--- src/rtl/score_counter.sv ---
`default_nettype none
// ============================================================================
// Module      : score_counter
// Description : Three debounced buttons (inc/dec/clr) driving a saturating
//               0..15 score with limit flags. Define SCORE_BLINK_EN to make
//               the display blink while the score sits at 15.
// Revision    : 1.0 - initial release
// ============================================================================
module score_counter #(
  parameter int DB_CYCLES    = 50000,
  parameter int BLINK_CYCLES = 25000000
) (
  input  logic       clk,
  input  logic       rst,
  input  logic       btn_inc,
  input  logic       btn_dec,
  input  logic       btn_clr,
  output logic [4:0] data,
  output logic       at_max,
  output logic       at_min
);

  typedef enum logic [1:0] {
    RELEASED   = 2'd0,
    DB_PRESS   = 2'd1,
    HELD       = 2'd2,
    DB_RELEASE = 2'd3
  } db_state_t;

  localparam int          c_num_btn = 3;
  localparam logic [15:0] c_db_last = 16'(DB_CYCLES - 2);
  localparam logic [3:0]  c_max     = 4'd15;

  if (DB_CYCLES < 2 || DB_CYCLES > 65535 ||
      BLINK_CYCLES < 2 || BLINK_CYCLES > 33554431) begin : g_cfg_check
    $error("score_counter: parameter out of supported range");
  end

  logic [c_num_btn-1:0] w_btn_raw;
  logic [c_num_btn-1:0] r_sync1;
  logic [c_num_btn-1:0] r_sync2;
  logic [c_num_btn-1:0] w_pulse;

  assign w_btn_raw = {btn_clr, btn_dec, btn_inc};

  always_ff @(posedge clk or posedge rst) begin
    if (rst) begin
      r_sync1 <= '0;
      r_sync2 <= '0;
    end else begin
      r_sync1 <= w_btn_raw;
      r_sync2 <= r_sync1;
    end
  end

  for (genvar g = 0; g < c_num_btn; g++) begin : g_debounce
    db_state_t   r_state;
    db_state_t   w_state_nxt;
    logic [15:0] r_cnt;
    logic [15:0] w_cnt_nxt;
    logic        r_pulse;
    logic        w_pulse_nxt;
    logic        w_in;

    assign w_in = r_sync2[g];

    always_ff @(posedge clk or posedge rst) begin
      if (rst) begin
        r_state <= RELEASED;
        r_cnt   <= '0;
        r_pulse <= 1'b0;
      end else begin
        r_state <= w_state_nxt;
        r_cnt   <= w_cnt_nxt;
        r_pulse <= w_pulse_nxt;
      end
    end

    // The entry edge itself counts as the first stable cycle, so the final
    // transition fires when the counter reaches DB_CYCLES-2.
    always_comb begin
      w_state_nxt = r_state;
      w_pulse_nxt = 1'b0;
      case (r_state)
        RELEASED: begin
          if (w_in) w_state_nxt = DB_PRESS;
        end
        DB_PRESS: begin
          if (!w_in) begin
            w_state_nxt = RELEASED;
          end else if (r_cnt == c_db_last) begin
            w_state_nxt = HELD;
            w_pulse_nxt = 1'b1;
          end
        end
        HELD: begin
          if (!w_in) w_state_nxt = DB_RELEASE;
        end
        DB_RELEASE: begin
          if (w_in) begin
            w_state_nxt = HELD;
          end else if (r_cnt == c_db_last) begin
            w_state_nxt = RELEASED;
          end
        end
        default: w_state_nxt = RELEASED;
      endcase

      w_cnt_nxt = '0;
      if (w_state_nxt == r_state &&
          (r_state == DB_PRESS || r_state == DB_RELEASE)) begin
        w_cnt_nxt = r_cnt + 16'd1;
      end
    end

    assign w_pulse[g] = r_pulse;
  end

  logic       w_inc;
  logic       w_dec;
  logic       w_clr;
  logic [3:0] r_count;
  logic [3:0] w_count_nxt;

  assign w_inc = w_pulse[0];
  assign w_dec = w_pulse[1];
  assign w_clr = w_pulse[2];

  always_comb begin
    w_count_nxt = r_count;
    if (w_clr) begin
      w_count_nxt = 4'd0;
    end else if (w_inc && !w_dec) begin
      if (r_count != c_max) w_count_nxt = r_count + 4'd1;
    end else if (w_dec && !w_inc) begin
      if (r_count != 4'd0) w_count_nxt = r_count - 4'd1;
    end
  end

  always_ff @(posedge clk or posedge rst) begin
    if (rst) r_count <= 4'd0;
    else     r_count <= w_count_nxt;
  end

  assign at_max = (r_count == c_max);
  assign at_min = (r_count == 4'd0);

`ifdef SCORE_BLINK_EN
  localparam logic [24:0] c_blink_last = 25'(BLINK_CYCLES - 1);

  logic [24:0] r_blink_cnt;
  logic        r_blank;

  // Clearing on the edge that leaves 15 keeps blank from lingering a cycle.
  always_ff @(posedge clk or posedge rst) begin
    if (rst) begin
      r_blink_cnt <= '0;
      r_blank     <= 1'b0;
    end else if (w_count_nxt != c_max || r_count != c_max) begin
      r_blink_cnt <= '0;
      r_blank     <= 1'b0;
    end else if (r_blink_cnt == c_blink_last) begin
      r_blink_cnt <= '0;
      r_blank     <= ~r_blank;
    end else begin
      r_blink_cnt <= r_blink_cnt + 25'd1;
    end
  end

  assign data = (at_max && r_blank) ? 5'b11111 : {1'b0, r_count};
`else
  assign data = {1'b0, r_count};
`endif

endmodule
`default_nettype wire

--- config.mk ---
export PLATFORM = sky130hd
export DESIGN_NAME = score_counter
export DESIGN_NICKNAME = d
export VERILOG_FILES = /design/src/rtl/score_counter.sv
export SDC_FILE = /design/constraint.sdc
export NUM_CORES = 1
export LEC_CHECK = 0
export BUFFER_PORTS_ARGS = -buffer_cell sky130_fd_sc_hd__buf_2
export CELL_PAD_IN_SITES_DETAIL_PLACEMENT = 0
export CELL_PAD_IN_SITES_GLOBAL_PLACEMENT = 1
export CORE_MARGIN = 2
export CORE_UTILIZATION = 49
export CTS_BUF_LIST = sky130_fd_sc_hd__clkbuf_16
export DETAILED_ROUTE_END_ITERATION = 10
export GPL_ROUTABILITY_DRIVEN = 0
export MAX_ROUTING_LAYER = met4
export PLACE_DENSITY_LB_ADDON = 0.1
export SLEW_MARGIN = 30
export SYNTH_ARGS = -nofsm -noshare
export SYNTH_HDL_FRONTEND = slang
export SYNTH_SLANG_ARGS = --single-unit
--- constraint.sdc ---
create_clock -name clk -period 2.5 [get_ports clk]
set_clock_uncertainty 0.2 [all_clocks]
set_input_delay 0 -clock clk [delete_from_list [all_inputs] [get_ports clk]]
set_output_delay 0 -clock clk [all_outputs]
set_load 0.03 [all_outputs]
==> impl_metrics.json, run 1 <==
{
  "viasPerCell": 5.361,
  "setup_viol": 0,
  "overflow": 0,
  "die_h_um": 85.34,
  "synth-seq-cells": 67,
  "worstPathCellList": "inv_1 > ha_1 > or4bb_1 > nor4_4 > or3b_1 > buf_4 > a21oi_1",
  "grt_pass1_wl_um": 10490,
  "postCtsSetupBuffers": 0,
  "cts_tree": "done",
  "end_kind": "register",
  "drt-wirelength-per-cell_um": 13.95,
  "rsz0062_at_grt": "false",
  "clock_power_share": 0.474,
  "max_slew_margin": 0.6054,
  "swShare": 0.2088,
  "clk_path_buf_depth": 2,
  "ctsHoldBuffers": 4,
  "fmaxAchievable_mhz": 461.0,
  "ys_async_sr_fraction": 1.000,
  "drtIter0Drc": 74,
  "synth_edf_count": 0,
  "cts_resized": 0,
  "status": "completed",
  "cp_max_fo": 16,
  "coreArea_um2": 6386,
  "finalHoldViolations": 0,
  "arrival_ns": 2.16,
  "crit_type": "register to register",
  "post-dp-hpwl_um": 4028,
  "cts-htree-levels": 3,
  "p_seq_frac": 0.497,
  "power.internal_mw": 1.765,
  "nets": 347,
  "grt_pass1_vias": 2190,
  "fin_area_um2": 3674,
  "drv_cap": 0,
  "p_switching_mw": 0.4659,
  "cts_made_buffers": 9,
  "cp.buffers_inverters": 2,
  "worstMarginPinSlew_ns": 0.5911,
  "cts_sinks": 67,
  "drt_wl_total_um": 5760,
  "clk_pin_slew_worst_paths_ns": 0.05,
  "cts-root-buf": "clkbuf_16",
  "initial_core_util": 0.5076,
  "peakVddDrop_uv": 511.2,
  "cpMaxStageDelayCell": "or4bb_1",
  "fin_setup_tns_ns": 0,
  "syn_nets": 322,
  "finalMaxSlewViolations": 0,
  "crit_family": "simple AND/OR/NAND/NOR gates",
  "dieArea_um2": 7283,
  "pwr-share-comb": 0.029,
  "io_buffer_count": 10,
  "critPathMaxStageDelay_ns": 0.52,
  "clock_latency_ns": 0.32,
  "ys_seq_area_frac": 0.5172,
  "finalCritPeriodShare": 0.8678,
  "vias": 2214,
  "crit_path_start_kind": "register",
  "grt_max_degree": 30,
  "avgSynthCellArea_um2": 10.53,
  "track_usage": 0.1891,
  "postSynthCellCount": 308,
  "io_pins": 12,
  "power_density_nw_per_um2": 607.2,
  "drive_gt1_frac": 0.1131,
  "syn2layout_area_growth_pct": 13.32,
  "drc_errors": 0,
  "p_leak_nw": 1.464,
  "placed_area_um2": 3385,
  "hp-class": "input pin to asynchronous set/reset pin",
  "firstDrtPassIters": 4,
  "synthFlopType": "dfrtp_1",
  "period_minus_slack_ns": 2.169,
  "mappedNetlistArea_um2": 3242,
  "critical_path_required_ns": 2.49,
  "die_w_um": 85.34,
  "antenna_found_initial": 0,
  "p_total_mw": 2.231,
  "yosysWarnings": 0,
  "ys_types": 43,
  "rows": 29,
  "antenna_cells": 0,
  "utilization": 0.5752,
  "ant_nets": 0
}
## layout by cell type (no fill, tap or decap), types with 6 or more instances in the layout
| master | n |
|---|---|
| ha_1 | 8 |
| buf_2 | 10 |
| dfrtp_1 | 67 |
| xnor2_1 | 34 |
| inv_1 | 11 |
| xor2_1 | 11 |
| nand2_1 | 15 |
| nand4_1 | 16 |
| clkbuf_16 | 9 |
| nor2_1 | 59 |
| nor3_1 | 8 |
| buf_4 | 6 |
| nand3_1 | 15 |
| nor4_1 | 14 |
## synth_stat cells, types with 2 or more instances
cell type	instances	area, um^2
nor3_1	8	40.04
and2_1	2	12.51
buf_4	2	15.01
nor4b_1	2	17.52
a21oi_1	3	15.01
nor4_1	15	93.84
nand2_1	15	56.30
or3b_1	2	17.52
xor2_1	11	96.34
and4_1	3	26.28
nand2b_1	2	12.51
nand4_1	16	100.1
mux2_2	4	45.04
nand3_1	15	75.07
ha_1	8	100.1
nor2b_1	2	12.51
inv_1	11	41.29
a211oi_1	2	15.01
dfrtp_1	67	1677
nor4bb_1	2	20.02
nand4b_1	2	17.52
xnor2_1	34	297.8
or3_1	2	12.51
nor2_1	59	221.5
## power groups by stage
stage	sequential (mW)	clock [mW]	combinational [mW]
2_1_floorplan	1.12	0	0.0478
3_3_place_gp	1.13	0	0.0621
3_5_place_dp	1.13	0	0.0624
4_1_cts	1.11	1.09	0.0674
5_1_grt	1.11	1.15	0.0762
6_report	1.11	1.06	0.0646
## metrics by stage
stage                     hold WS [ns]  setup WS [ns]  cells
final                          0.08807         0.3306    413
after global routing            0.1207         0.2035    413
after CTS                       0.1058         0.3190    413
after detailed placement      -0.09742         0.3265    395
after global placement         -0.1000         0.3664    395
after floorplan                -0.1686         0.2533    308
## cell families after synthesis
| kind of cell | count (synthesis) | synth area share |
|---|---|---|
| AND/OR/NAND/NOR | 154 | 0.2505 |
| flip-flops | 67 | 0.5172 |
| XOR/XNOR | 45 | 0.1216 |
| buffers and inverters | 17 | 0.02971 |
| AO/OA/AOI/OAI | 10 | 0.02586 |
| adder cells (fa/ha/maj) | 9 | 0.03705 |
| multiplexers | 5 | 0.01698 |
| other | 1 | 0.001157 |
## metal layers
layer | vias to the layer above | global-route usage | part of all wire
met5 | - | - | 0
met4 | 0 | 0.08225 | 0.019
met3 | 12 | 0.04086 | 0.024
met2 | 21 | 0.2692 | 0.44
met1 | 1068 | 0.2616 | 0.52
li1 | 1113 | - | -
## registers in the layout, summed over array words and instances, names as in the netlist
signal,count
g_debounce.r_pulse,3
r_sync2,3
r_count,4
g_debounce.r_state,6
g_debounce.r_cnt,48
r_sync1,3
## cell type report
cell class | count | area [um^2]
clock buffer | 9 | 225.2
clock inverter | 5 | 23.77
inverter | 11 | 41.29
fill | 553 | 2713
tap | 77 | 96.34
multi-input combinational | 224 | 1475
timing repair buffer | 20 | 135.1
sequential | 67 | 1677
## final timing paths
path	start	to	slack, ns	cells past startpoint
min in group clk	btn_dec	r_sync1[1]	0.12	2
worst min-delay path	rst	r_sync1[1]	0.09	3
worst max-delay path	g_debounce[2].r_cnt[0]	g_debounce[2].r_cnt[15]	0.33	7
worst min register to register	r_sync1[0]	r_sync2[0]	0.15	0
worst max register to register	g_debounce[2].r_cnt[0]	g_debounce[2].r_cnt[15]	0.33	7
max in group asynchronous	rst	g_debounce[2].r_cnt[8]	1.29	4
## worst reg2reg max path, cell delays in order, from the launching register on
cell	delay (ns)
dfrtp_1	0.40
inv_1	0.07
ha_1	0.13
or4bb_1	0.52
nor4_4	0.30
or3b_1	0.16
buf_4	0.20
a21oi_1	0.06
Note: power is estimated with default switching activity, not from simulation.
==> run 2: changes to the inputs <==
--- a/config.mk
+++ b/config.mk
@@ -7,2 +7,3 @@
 export LEC_CHECK = 0
+export ABC_AREA = 1
 export BUFFER_PORTS_ARGS = -buffer_cell sky130_fd_sc_hd__buf_2
@@ -11,3 +12,3 @@
 export CORE_MARGIN = 2
-export CORE_UTILIZATION = 49
+export CORE_UTILIZATION = 46
 export CTS_BUF_LIST = sky130_fd_sc_hd__clkbuf_16
--- a/constraint.sdc
+++ b/constraint.sdc
@@ -4,2 +4,2 @@
 set_output_delay 0 -clock clk [all_outputs]
-set_load 0.03 [all_outputs]
+set_load 0.05 [all_outputs]
==> impl_metrics.json, run 2 <==
{
  "cts-htree-levels": 3,
  "crit_type": "register to register",
  "ys_types": 22,
  "track_usage": 0.1900,
  "cpMaxStageDelayCell": "ha_1",
  "grt_pass1_wl_um": 12340,
  "synth_edf_count": 0,
  "rows": 31,
  "peakVddDrop_uv": 375.1,
  "cts_sinks": 67,
  "routed-wl-met3_um": 204,
  "nets": 482,
  "worstMarginPinSlew_ns": 0.6899,
  "finalMaxSlewViolations": 0,
  "top_regs": "g_debounce.r_cnt (48), g_debounce.r_state (6), r_count (4)",
  "drtIter0Drc": 72,
  "initial_core_util": 0.4815,
  "synth-seq-cells": 67,
  "ant_nets": 0,
  "drv_cap": 0,
  "viasPerCell": 4.773,
  "fmaxAchievable_mhz": 582.6,
  "layout.cells.non_filler": 569,
  "cts_tree": "done",
  "worstPathCellList": "inv_1 > nand2_1 > ha_1 > a21oi_1 > nand2_1 > nand3_1 > nand2_1 > nand2_1 > nand2_1",
  "p_seq_frac": 0.452,
  "synthTopCellsByCount": "nor2_1 (111), nand2_1 (104), dfrtp_1 (67)",
  "clock_latency_ns": 0.32,
  "cts_made_buffers": 9,
  "fin_setup_tns_ns": 0,
  "coreArea_um2": 7331,
  "highest_layer": "met4",
  "yosysTopAreaCell": "dfrtp_1",
  "synth.most_common_cell": "nor2_1",
  "finalCritPeriodShare": 0.6865,
  "finalHoldViolations": 0,
  "largest_reg_flops": 48,
  "antenna_cells": 0,
  "placed_area_um2": 3679,
  "crit_path_start_kind": "register",
  "dp_slack_ns": 0.7899,
  "cp_max_fo": 5,
  "firstDrtPassIters": 6,
  "ys_top_cells_by_area": "dfrtp_1 (48%), nor2_1 (12%), nand2_1 (11%)",
  "grt_pass1_vias": 2748,
  "ys_seq_area_frac": 0.4750,
  "ys_async_sr_fraction": 1.000,
  "overflow": 0,
  "post-dp-hpwl_um": 4808,
  "final_cell_mix": "nor2_1 (111), nand2_1 (104), dfrtp_1 (67)",
  "hp-class": "input pin to register",
  "cts-root-buf": "clkbuf_16",
  "wl_met1_um": 3285,
  "largest_register": "g_debounce.r_cnt",
  "die_w_um": 91.60,
  "cts_resized": 0,
  "final_common_cell": "nor2_1",
  "setup_slack_ns": 0.7837,
  "drc_errors": 0,
  "dieArea_um2": 8390,
  "max_slew_margin": 0.5394,
  "mappedNetlistArea_um2": 3530,
  "drt-wirelength-per-cell_um": 11.86,
  "power_density_nw_per_um2": 610.9,
  "clock_power_share": 0.521,
  "p_leak_nw": 1.788,
  "critical_path_required_ns": 2.52,
  "yosysWarnings": 0,
  "io_pins": 12,
  "setup_viol": 0,
  "synthFlopType": "dfrtp_1",
  "synth_top_area_frac": 0.4750,
  "grt_max_degree": 37,
  "vias": 2716,
  "antenna_found_initial": 0,
  "die_h_um": 91.60,
  "pwr-share-comb": 0.027,
  "syn2layout_area_growth_pct": 13.68,
  "avgSynthCellArea_um2": 7.914,
  "whs_ns": 0.1181,
  "cp_common_cell": "nand2_1",
  "critPathMaxStageDelay_ns": 0.36,
  "p_switching_mw": 0.4849,
  "drive_gt1_frac": 0.06809,
  "fin_area_um2": 4013,
  "swShare": 0.1978,
  "power.internal_mw": 1.966,
  "syn_nets": 460,
  "clk_pin_slew_worst_paths_ns": 0.05,
  "clk_path_buf_depth": 2,
  "io_buffer_count": 10,
  "end_kind": "register",
  "rsz0062_at_grt": "false",
  "period_minus_slack_ns": 1.716,
  "drt_wl_total_um": 6751,
  "status": "completed",
  "postSynthCellCount": 446,
  "dr_wl_met2_um": 3164,
  "arrival_ns": 1.73,
  "dp.cells": 552
}
## run 2: cell types whose count changed after synthesis, sizes merged, moves of 3 or more
| cell | previous run | this run |
|---|---|---|
| xnor2 | 34 | 9 |
| o21bai | 0 | 3 |
| mux2 | 4 | 0 |
| xor2 | 11 | 23 |
| o21ai | 1 | 11 |
| nand4 | 16 | 8 |
| nand2 | 15 | 108 |
| nor3 | 8 | 3 |
| inv | 11 | 50 |
| nor2 | 59 | 112 |
| a21boi | 0 | 3 |
| nor4 | 16 | 0 |
| and4 | 3 | 0 |
| nand3 | 15 | 30 |
## run 2: what timing repair did
| item | in CTS | in global routing |
|---|---|---|
| hold buffers | 4 | 0 |
| buffers inserted | 0 | 0 |
| endpoints found under the hold margin | 34 | 0 |
## run 2: area by class of cell
cell class | count | area [um^2]
Clock buffer | 9 | 225.2
Inverter | 50 | 187.7
Timing Repair Buffer | 15 | 110.1
Clock inverter | 4 | 68.82
Tap cell | 99 | 123.9
Multi-Input combinational cell | 325 | 1620
Fill cell | 678 | 3318
Sequential cell | 67 | 1677
## run 2: path summary, 6_finish.rpt
path                            cells past startpoint                     end             startpoint  slack, ns
min in group asynchronous                           3              r_sync1[1]                    rst       0.14
worst min-delay path                                2              r_sync1[1]                btn_dec       0.12
worst max register to register                      9              r_count[3]  g_debounce[1].r_pulse       0.78
max in group asynchronous                           4  g_debounce[0].r_cnt[4]                    rst       1.32
worst min register to register                      0              r_sync2[2]             r_sync1[2]       0.15
worst max-delay path                                9              r_count[3]  g_debounce[1].r_pulse       0.78
## run 2: power groups by stage
stage	logic [mW]	clock network, mW	registers [mW]
floorplan	0.0505	0	1.12
global placement	0.0638	0	1.13
detailed placement	0.0648	0	1.13
CTS	0.0696	1.31	1.11
global route	0.0776	1.36	1.11
finish	0.0661	1.28	1.11
## run 2: kinds of logic (layout without fill, tap and decap cells)
kind of cell,after synthesis,after routing,share of synthesized area
AO/OA/AOI/OAI,22,22,0.03545
other,1,1,0.001062
AND/OR/NAND/NOR,261,261,0.3091
buffers and inverters,54,78,0.06593
adder cells (fa/ha/maj),9,9,0.03403
flip-flops,67,67,0.4750
XOR/XNOR,32,32,0.07940
## run 2: through the flow
step	util	power, mW
after detailed placement	0.5018	1.192
after global placement	0.5018	1.190
after global routing	0.5474	2.542
final	0.5474	2.451
after CTS	0.5474	2.492
after floorplan	-	1.175
## run 2: metal layers
layer | global-route usage | up-vias
met5 | - | -
met4 | 0.07828 | 0
met3 | 0.04564 | 9
met2 | 0.2984 | 31
met1 | 0.2358 | 1255
li1 | - | 1421
## run 2: critical path: cells and delay by family (launching register included)
kind / cells / cell delay [ns]
AOI/OAI and AO/OA: 1 / 0.21
adders and majority gates: 1 / 0.36
buffers and inverters: 1 / 0.06
DFF: 1 / 0.35
and+or+nand+nor: 6 / 0.42
==> run 3: changes to the inputs <==
ABC_AREA = 0   (was 1)
CORE_UTILIZATION = 44   (was 46)
clock period = 1.4 ns   (was 2.5 ns; I/O delays follow)
==> impl_metrics.json, run 3 (synthesis results as in run 1) <==
{
  "r2r_start": "g_debounce[2].r_cnt[0]",
  "top_regs": "g_debounce.r_cnt (48), g_debounce.r_state (6), r_count (4)",
  "use_met2": 0.2910,
  "crit_path_start_kind": "register",
  "p_leak_nw": 2.074,
  "finalMaxSlewViolations": 0,
  "post-dp-hpwl_um": 4660,
  "r2r-end": "g_debounce[2].r_state[1]",
  "die_h_um": 89.84,
  "final_common_cell": "buf_4",
  "cp_max_fo": 2,
  "drt-wirelength-per-cell_um": 12.88,
  "grt_pass1_wl_um": 12250,
  "drtIter0Drc": 113,
  "drt_wl_total_um": 6903,
  "drc_errors": 0,
  "critical_path_required_ns": 1.41,
  "overflow": 0,
  "swShare": 0.1911,
  "finalCritPeriodShare": 1.451,
  "grt_pass1_vias": 2635,
  "drive_gt1_frac": 0.4554,
  "clk_pin_slew_worst_paths_ns": 0.06,
  "coreArea_um2": 7176,
  "io_buffer_count": 10,
  "dieArea_um2": 8070,
  "end_kind": "register",
  "rows": 31,
  "grt_max_degree": 38,
  "r2r_setup_slack_ns": -0.63,
  "viasPerCell": 4.924,
  "p_switching_mw": 0.9338,
  "seqCellArea_um2": 1682,
  "ff2ff_path_depth": 6,
  "firstDrtPassIters": 4,
  "finalHoldViolations": 0,
  "fillers": 565,
  "setup_slack_ns": -0.6309,
  "final_cell_mix": "buf_4 (94), dfrtp_1 (63), nor2_1 (33), xnor2_1 (33), nor2_2 (23)",
  "setup_viol": 63,
  "syn2layout_area_growth_pct": 51.29,
  "min_to": "r_sync1[0]",
  "dp.cells": 502,
  "status": "finished, violations left",
  "grt.busiest_layer": "met2",
  "nets": 446,
  "multi_input_comb_area_um2": 1749,
  "cts_sinks": 67,
  "clock_power_share": 0.559,
  "cts-root-buf": "clkbuf_16",
  "fmaxAchievable_mhz": 492.4,
  "hp-class": "input pin to register",
  "hold_depth": 2,
  "violations": "negative setup slack",
  "io_pins": 12,
  "power.internal_mw": 3.953,
  "cts_tree": "done",
  "worstHoldStart": "btn_inc",
  "peakVddDrop_uv": 737.6,
  "crit_type": "register to register",
  "drv_cap": 0,
  "clk_path_buf_depth": 2,
  "power_density_nw_per_um2": 996.3,
  "largest_reg_flops": 48,
  "period_minus_slack_ns": 2.031,
  "cts_made_buffers": 9,
  "dp_slack_ns": -0.6516,
  "global_route.usage.met1": 0.2537,
  "largest_register": "g_debounce.r_cnt",
  "arrival_ns": 2.04,
  "use_met3": 0.03269,
  "track_usage": 0.1928,
  "antenna_found_initial": 0,
  "ant_nets": 0,
  "layout.cells.non_filler": 536,
  "initial_core_util": 0.4518,
  "antenna_cells": 0,
  "rsz0062_at_grt": "true",
  "pwr-share-comb": 0.037,
  "die_w_um": 89.84,
  "p_seq_frac": 0.403,
  "vias": 2639,
  "cts-htree-levels": 3,
  "clock_latency_ns": 0.33
}
[run 3: area by class of cell]
cell class,instances,share of cell area
Sequential cell,67,0.3429
Clock buffer,9,0.04592
Tap cell,99,0.02526
Clock inverter,7,0.02857
Inverter,11,0.009184
Multi-Input combinational cell,224,0.3566
Timing Repair Buffer,119,0.1916
[run 3: metrics by stage]
step	setup TNS, ns	cell area, um^2	hold slack (ns)	util	total power [mW]
after floorplan	-22.85	3299	-0.1686	-	2.098
after global placement	-23.63	4094	-0.09251	0.5705	2.155
after detailed placement	-24.43	4094	-0.09069	0.5705	2.156
after CTS	-24.35	4768	0.09855	0.6645	4.938
after global routing	-30.31	4905	0.1176	0.6835	5.079
final	-24.41	4905	0.1111	0.6835	4.886
[run 3: worst max path at each step]
stage                                      start                       end  slack [ns]  cells after the start
final                     g_debounce[2].r_cnt[0]  g_debounce[2].r_state[1]       -0.63                      6
after global routing      g_debounce[2].r_cnt[0]  g_debounce[2].r_state[1]       -0.70                      6
after CTS                 g_debounce[2].r_cnt[0]   g_debounce[2].r_cnt[15]       -0.61                      7
after detailed placement  g_debounce[2].r_cnt[0]    g_debounce[2].r_cnt[8]       -0.65                      7
after global placement    g_debounce[2].r_cnt[0]    g_debounce[2].r_cnt[9]       -0.63                      7
after floorplan                       r_count[3]                r_count[3]       -0.79                      4
[run 3: layer usage]
metal	share of wire	wire length (um)
met1	0.47	3254
met2	0.48	3323
met3	0.022	151
met4	0.025	173
met5	0	0
[run 3: critical path, stage by stage (launching register included)]
cell and delay [ns]:
dfrtp_1 0.37, inv_1 0.06, ha_2 0.15, or4bb_4 0.46, nor4_4 0.24, buf_4 0.16
mux2_4 0.28
[run 3: power groups by stage]
stage / Clock [mW] / Sequential [mW] / Combinational (mW)
5_1_grt: 2.90 / 1.97 / 0.207
4_1_cts: 2.79 / 1.97 / 0.174
3_5_place_dp: 0 / 2.01 / 0.151
6_report: 2.73 / 1.97 / 0.183
3_3_place_gp: 0 / 2.00 / 0.150
2_1_floorplan: 0 / 2.01 / 0.0919
[run 3: timing repair]
| item | 4_1_cts | 5_1_grt |
|---|---|---|
| gates cloned | 0 | 1 |
| setup endpoints to repair | 63 | 63 |
| gates resized for setup | 46 | 29 |
| hold endpoints to repair | 70 | 0 |
| pin swaps | 22 | 9 |
| buffers inserted | 9 | 6 |
| hold buffers | 4 | 0 |
